**config.mk**
```make
export PLATFORM = sky130hd
export DESIGN_NAME = phase_parser
export DESIGN_NICKNAME = d
export VERILOG_FILES = /design/src/rtl/phase_parser.sv
export SDC_FILE = /design/constraint.sdc
export NUM_CORES = 2
export LEC_CHECK = 0
export ABC_AREA = 1
export BUFFER_PORTS_ARGS = -buffer_cell sky130_fd_sc_hd__buf_2
export CORE_ASPECT_RATIO = 0.9
export CORE_MARGIN = 2
export CORE_UTILIZATION = 45
export DETAILED_ROUTE_END_ITERATION = 6
export GPL_TIMING_DRIVEN = 0
export PLACE_DENSITY = 0.6
export SLEW_MARGIN = 20
export SYNTH_ARGS = -nofsm -noshare
export SYNTH_HDL_FRONTEND = slang
export SYNTH_SLANG_ARGS = --single-unit
```
**constraint.sdc**
```tcl
create_clock -name clk -period 4.5 [get_ports clk]
set_input_delay 0.9 -clock clk [delete_from_list [all_inputs] [get_ports clk]]
set_output_delay 0.9 -clock clk [all_outputs]
set_load 0.02 [all_outputs]
```
**src/rtl/phase_parser.sv**
```systemverilog
//-----------------------------------------------------------------------------
// phase_parser
//
// Sits downstream of the host command receiver. Host phase and calibration
// writes land in per-channel shadow and calib tables. A commit request
// (parse strobe with address 8'hFF) arms a transfer. At the next carrier
// period boundary the block sweeps every channel, one per cycle, and loads
// the active table with (shadow + calib) mod 2^PHASE_W. The active table
// drives the transducer PWM generators through phases_out.
//
// Ports
//   clk            system clock
//   rst            synchronous, active-high reset
//   data_in        receiver latest_data: [7:0] address,
//                  [8+PHASE_W-1:8] value, remaining bits ignored
//   phase_parse_en one-cycle strobe: shadow write (addr < NUM_CHANNELS)
//                  or commit request (addr == 8'hFF)
//   phase_calib_en one-cycle strobe: calibration write
//   period_tick    one-cycle pulse at the start of each carrier period
//   phases_out     active phases, channel i at [i*PHASE_W +: PHASE_W]
//   busy           high while a commit is armed or a sweep is running
//   commit_done    one-cycle pulse after the last channel is loaded
//   addr_error     one-cycle pulse after a strobe with an invalid address
//
// Parameters
//   NUM_CHANNELS   number of transducer channels (1..255)
//   PHASE_W        phase resolution in bits (1..8)
//-----------------------------------------------------------------------------
module phase_parser #(
  parameter int NUM_CHANNELS = 64,
  parameter int PHASE_W      = 8
) (
  input  logic                            clk,
  input  logic                            rst,
  input  logic [31:0]                     data_in,
  input  logic                            phase_parse_en,
  input  logic                            phase_calib_en,
  input  logic                            period_tick,
  output logic [NUM_CHANNELS*PHASE_W-1:0] phases_out,
  output logic                            busy,
  output logic                            commit_done,
  output logic                            addr_error
);

  localparam int               IDX_W       = (NUM_CHANNELS > 1) ? $clog2(NUM_CHANNELS) : 1;
  localparam logic [7:0]       NUM_CH_B    = 8'(NUM_CHANNELS);
  localparam logic [7:0]       COMMIT_ADDR = 8'hFF;
  localparam logic [IDX_W-1:0] LAST_IDX    = IDX_W'(NUM_CHANNELS - 1);

  typedef enum logic [1:0] {
    S_IDLE,   // nothing pending
    S_ARMED,  // commit accepted, waiting for the next period boundary
    S_COPY,   // loading one channel per cycle
    S_DONE    // single-cycle completion, commit_done high
  } state_e;

  typedef logic [PHASE_W-1:0] phase_t;

  // ---------------------------------------------------------------------------
  // State
  // ---------------------------------------------------------------------------
  state_e           state_q,       state_d;
  logic [IDX_W-1:0] idx_q,         idx_d;
  logic             pending_q,     pending_d;
  logic             busy_q,        busy_d;
  logic             commit_done_q, commit_done_d;
  logic             addr_error_q,  addr_error_d;

  phase_t shadow_q [NUM_CHANNELS];
  phase_t shadow_d [NUM_CHANNELS];
  phase_t calib_q  [NUM_CHANNELS];
  phase_t calib_d  [NUM_CHANNELS];
  phase_t active_q [NUM_CHANNELS];
  phase_t active_d [NUM_CHANNELS];

  // ---------------------------------------------------------------------------
  // Command decode
  // ---------------------------------------------------------------------------
  logic [7:0]       addr;
  phase_t           val;
  logic [IDX_W-1:0] addr_idx;
  logic             addr_valid;
  logic             parse_write;
  logic             parse_bad;
  logic             commit_req;
  logic             calib_write;
  logic             calib_bad;
  logic             unused_data;

  assign addr       = data_in[7:0];
  assign val        = data_in[8 +: PHASE_W];
  assign addr_idx   = addr[IDX_W-1:0];
  assign addr_valid = (addr < NUM_CH_B);
  assign unused_data = ^data_in[31:8+PHASE_W];

  assign parse_write = phase_parse_en && addr_valid;
  assign commit_req  = phase_parse_en && (addr == COMMIT_ADDR);
  assign parse_bad   = phase_parse_en && !addr_valid && (addr != COMMIT_ADDR);

  // The parse strobe wins a collision; the calib strobe is then dropped
  // without raising addr_error, whatever its address.
  assign calib_write = phase_calib_en && !phase_parse_en && addr_valid;
  assign calib_bad   = phase_calib_en && !phase_parse_en && !addr_valid;

  // Single shared adder for the sweep. Reads use the registered tables, so a
  // write to the channel being copied in the same cycle only reaches the next
  // sweep, while writes ahead of the sweep index are picked up by this one.
  phase_t sweep_sum;
  assign sweep_sum = shadow_q[idx_q] + calib_q[idx_q];

  // ---------------------------------------------------------------------------
  // Table next-state
  // ---------------------------------------------------------------------------
  // NOTE: every signal written in an always_comb gets a default first (here,
  // hold the current value); a path that leaves one unassigned infers a latch.
  always_comb begin
    shadow_d = shadow_q;
    calib_d  = calib_q;
    active_d = active_q;
    if (parse_write) shadow_d[addr_idx] = val;
    if (calib_write) calib_d[addr_idx]  = val;
    if (state_q == S_COPY) active_d[idx_q] = sweep_sum;
  end

  // ---------------------------------------------------------------------------
  // Control FSM next-state and registered outputs
  // ---------------------------------------------------------------------------
  always_comb begin
    state_d   = state_q;
    idx_d     = idx_q;
    pending_d = pending_q;

    unique case (state_q)
      S_IDLE: begin
        idx_d = '0;
        // A tick coinciding with the request is deliberately not used.
        if (commit_req) state_d = S_ARMED;
      end

      S_ARMED: begin
        // Further commit requests merge into the armed one.
        if (period_tick) begin
          state_d = S_COPY;
          idx_d   = '0;
        end
      end

      S_COPY: begin
        if (commit_req) pending_d = 1'b1;
        if (idx_q == LAST_IDX) begin
          state_d = S_DONE;
          idx_d   = '0;
        end else begin
          idx_d = idx_q + 1'b1;
        end
      end

      S_DONE: begin
        // A request landing in the DONE cycle itself is treated like one
        // already pending, so it is never lost.
        if (pending_q || commit_req) begin
          state_d   = S_ARMED;
          pending_d = 1'b0;
        end else begin
          state_d = S_IDLE;
        end
      end

      default: begin
        state_d   = S_IDLE;
        idx_d     = '0;
        pending_d = 1'b0;
      end
    endcase

    busy_d        = (state_d != S_IDLE);
    commit_done_d = (state_d == S_DONE);
    addr_error_d  = parse_bad || calib_bad;
  end

  // ---------------------------------------------------------------------------
  // Registers
  // ---------------------------------------------------------------------------
  // NOTE: sequential state uses non-blocking assignments only, so every flop
  // samples its _d value from before the edge regardless of statement order.
  always_ff @(posedge clk) begin
    if (rst) begin
      state_q       <= S_IDLE;
      idx_q         <= '0;
      pending_q     <= 1'b0;
      busy_q        <= 1'b0;
      commit_done_q <= 1'b0;
      addr_error_q  <= 1'b0;
      // NOTE: the tables are reset on purpose: a reset mid-sweep must leave
      // no partially loaded phases on the PWM bus. They are flop arrays, so
      // this costs no RAM inference.
      shadow_q      <= '{default: '0};
      calib_q       <= '{default: '0};
      active_q      <= '{default: '0};
    end else begin
      state_q       <= state_d;
      idx_q         <= idx_d;
      pending_q     <= pending_d;
      busy_q        <= busy_d;
      commit_done_q <= commit_done_d;
      addr_error_q  <= addr_error_d;
      shadow_q      <= shadow_d;
      calib_q       <= calib_d;
      active_q      <= active_d;
    end
  end

  // ---------------------------------------------------------------------------
  // Outputs
  // ---------------------------------------------------------------------------
  for (genvar i = 0; i < NUM_CHANNELS; i++) begin : g_phase_out
    assign phases_out[i*PHASE_W +: PHASE_W] = active_q[i];
  end

  assign busy        = busy_q;
  assign commit_done = commit_done_q;
  assign addr_error  = addr_error_q;

endmodule

```
==> impl_results.md <==
- Sequential share of power: between 40 and 50%
- Die Ht: 358 um
- Final worst slack: -192 ps
- Max-slew violations: 0
- Post-route ant nets: 0
- Status: finished with violations
- CP Class: reg2reg
- Placed Instances: 11136
- Synth Warn #: 0
- Max Cap Viol: 0
- CTS tree: built
- CP required: 5200 ps
- WP buf/inv: 9
- Startpoint Class: flip-flop
- Crit-path cells: inv_2 -> buf_12 -> nor2_4 -> buf_6 -> a22oi_2 -> nand3_4 -> o31ai_4 -> nand2_2 -> nor2_2 -> nand4_1 -> ha_4 -> buf_6 -> a31oi_4 -> buf_12 -> o31ai_4 -> inv_2 -> nand3_4 -> buf_8 -> clkbuf_16 -> nand3_1 -> nand2_1 -> inv_1
- Final min period: 4690 ps
- Max transition margin: 1.82%
- Core Region: 138000 um2
- Clk root buf: clkbuf_16
- # IOs: 552
- Register area share after synthesis: 49.6%
- CTS Buf Count: 163
- Placer congestion estimate: 1.07
- Power Dens Cells: approximately 380 nW/um2
- GR Overflow Total: 0
- 1st-pass router iterations: 7
- Gate power share: 6.3%
- CP max stage delay: 540 ps
- Clock Power Share: 47.6%
- CP arrival: 5390 ps
- Post-Route Utilization: 57.0%
- Dpl ws: -3580 ps
- Peak supply drop: 0.347 mV
- Final #Nets: 9628
- Row Count: 129
- CP top delay family: buffers and inverters
- Setup crit end kind: flip-flop
- Largest net degree at the start of global routing: 17
- Clk pin slew, worst setup/hold paths: about 60 ps
- Hold path depth: 2
- Worst-case reg-to-reg path depth: 22
- Post-synth net total: 8762
- Via count: 69681
- Initial Utilization: 45.4%
- Number of vias per cell: 6.01
- IO Port Bufs: 527
- Antenna violations before repair: 44
- DRC errors left: 0
- Post-Layout Cell Count: approximately 12000
- WL final: 352000 um
- Routed len/inst: 30.3 um
- P_leak: between 30 and 40 nW
- Pint: about 22 mW
- H-tree Lvls: 4
- Hold Crit Class: in2reg
- Yosys cell types: 44
- Syn Inst Count: 8716
- Post-Syn Area: 62500 um2
- First-pass GRT wire length: 469000 um
- Total Routing Usage GR: 47.2%
- Hold_buf cts: 0
- RSZ-0062 raised after global routing: true
- CP max stage cell: o31ai_4
- Switching Share: approximately 25%
- Initial DRC count: 10941
- Post-DP HPWL: ~260000 um
- NetSw: between 7 and 8 mW
- Die W: 397 um
- Number of global-route vias before repair: about 60000
- Failing checks: setup timing
- Yosys reg bits: 1548
- Area grow syn2layout: 25.5%
- Clock skew: approximately 43 ps
- Worst path depth: 22
- Max clock buf depth: 3
- Avg Inst Size Synth: just over 7 um2
- Max Fclk: around 210 MHz
- Insertion delay of the later-clocked pin in the worst-skew pair: 810 ps
- Tcrit/Tclk final: 104%
- Max FO, Critical Path: 13
- Layout cells sized above 1: 14.6%
- Worst Tran Pin Value: 1470 ps
- Clock sink total: between 1500 and 2000
- Die area: between 100000 and 150000 um2
- Final setup viols: 317
- Final Hold Fails: 0
-- layout by cell type, fill, tap and decap left out, types with 151 or more instances in the layout --
master,netlist,routed
nor2_1,2210,2195
dfxtp_1,1548,1545
o21ai_0,1522,1423
nand2_1,924,890
inv_1,712,702
buf_2,108,603
a21oi_1,549,547
clkbuf_1,497,423
clkbuf_16,0,196
nand3_1,170,151
-- routing by layer --
layer  track usage [%]  share of wire (%)  vias up
li1                  -                  -    30147
met1              62.1                 39    33250
met2              64.1                 39     5147
met3              19.3                 15     1129
met4              28.7                7.0        8
met5                 0              0.041        -
-- metrics by stage --
| stage | setup TNS, ps | hold slack (ps) | total power, mW | instance area [um2] |
|---|---|---|---|---|
| 2_1_floorplan | 0 | 425 | 14.7 | 62500 |
| 3_3_place_gp | -1928530 | 434 | 15.5 | 67400 |
| 3_5_place_dp | -1411060 | 441 | 15.5 | 69100 |
| 4_1_cts | 0 | 355 | 29.5 | 77200 |
| 5_1_grt | -7270 | 393 | 30.3 | 78300 |
| 6_report | -18390 | 389 | 29.8 | 78500 |
-- Yosys cell counts, drive strengths merged --
| library cell | n | area [um2] |
|---|---|---|
| nor2 | 2215 | 8340 |
| dfxtp | 1548 | 31000 |
| o21ai | 1536 | 7690 |
| nand2 | 925 | 3470 |
| inv | 735 | 2760 |
| a21oi | 549 | 2750 |
| clkbuf | 497 | 1870 |
| nand3 | 172 | 871 |
| buf | 130 | 627 |
| a22oi | 88 | 661 |
| a221oi | 84 | 736 |
| nand4 | 76 | 475 |
| a211oi | 33 | 248 |
| o22ai | 27 | 169 |
| a22o | 15 | 131 |
| o2111ai | 14 | 123 |
| o21bai | 14 | 105 |
| o31ai | 11 | 82.6 |
| ha | 8 | 100 |
| o21a | 7 | 52.6 |
| nor3 | 5 | 35.0 |
| o221ai | 5 | 43.8 |
| o2bb2ai | 4 | 35.0 |
| xor2 | 4 | 35.0 |
| or2 | 3 | 18.8 |
| clkinv | 2 | 7.51 |
| o211ai | 2 | 15.0 |
| a2111oi | 1 | 8.76 |
| a21o | 1 | 7.51 |
| a31oi | 1 | 6.26 |
| fa | 1 | 20.0 |
| o2111a | 1 | 11.3 |
| o41ai | 1 | 8.76 |
| xnor2 | 1 | 8.76 |
-- sequential cells by signal, summed over array words and instances (netlist names) --
name and cells:
pending_q 1, addr_error 1, busy 1, calib_q 512, state_q 2, idx_q 6, shadow_q 512, phases_out 512
commit_done 1
-- cells by family after synthesis --
| kind of cell | count (synthesis) | synth area share (%) |
|---|---|---|
| adders and majority gates | 9 | 0.192 |
| xor gates and xnor gates | 5 | 0.0701 |
| and+or+nand+nor | 3396 | 21.1 |
| buffers and inverters | 1364 | 8.41 |
| AOI/OAI and AO/OA | 2394 | 20.6 |
| DFF | 1548 | 49.6 |
-- power groups by stage --
stage	Combinational [mW]	Sequential [mW]	Clock (mW)
3_3_place_gp	1.43	14.0	0
4_1_cts	1.68	13.7	14.1
6_report	1.87	13.7	14.2
5_1_grt	1.87	13.7	14.7
2_1_floorplan	0.691	14.1	0
3_5_place_dp	1.47	14.1	0
-- worst register-to-register path, delay by kind of cell, from the launching register on --
kind	cells	cell delay, ps
compound gates	4	1190
simple gates	8	1240
fa+ha+maj	1	530
flops	1	370
buf+inv	9	1280
-- path summary, 6_finish.rpt --
path | endpoint | start | slack, ps
max | phases_out[183] | idx_q[0] | -190
min | addr_error | phase_calib_en | 390
max reg2reg | phases_out[183] | idx_q[0] | -190
min reg2reg | shadow_q[293] | shadow_q[293] | 450
-- final cells by class --
class / instances / area, um2
Sequential cell: 1548 / 31000
Multi-Input combinational cell: 5805 / 27400
Inverter: 737 / 2830
Buffer: 621 / 3850
Tap cell: 1834 / 2290
Antenna cell: 52 / 130
Clock inverter: 52 / 749
Fill cell: 13241 / 59200
Timing Repair Buffer: 706 / 5480
Clock buffer: 236 / 4730
-- timing repair --
item	4_1_cts	5_1_grt
gates cloned	4	12
gates resized for setup	456	328
pin swaps	48	47
buffers inserted	83	32
endpoints found under the setup margin	512	458
(Power assumes the default switching activity.)
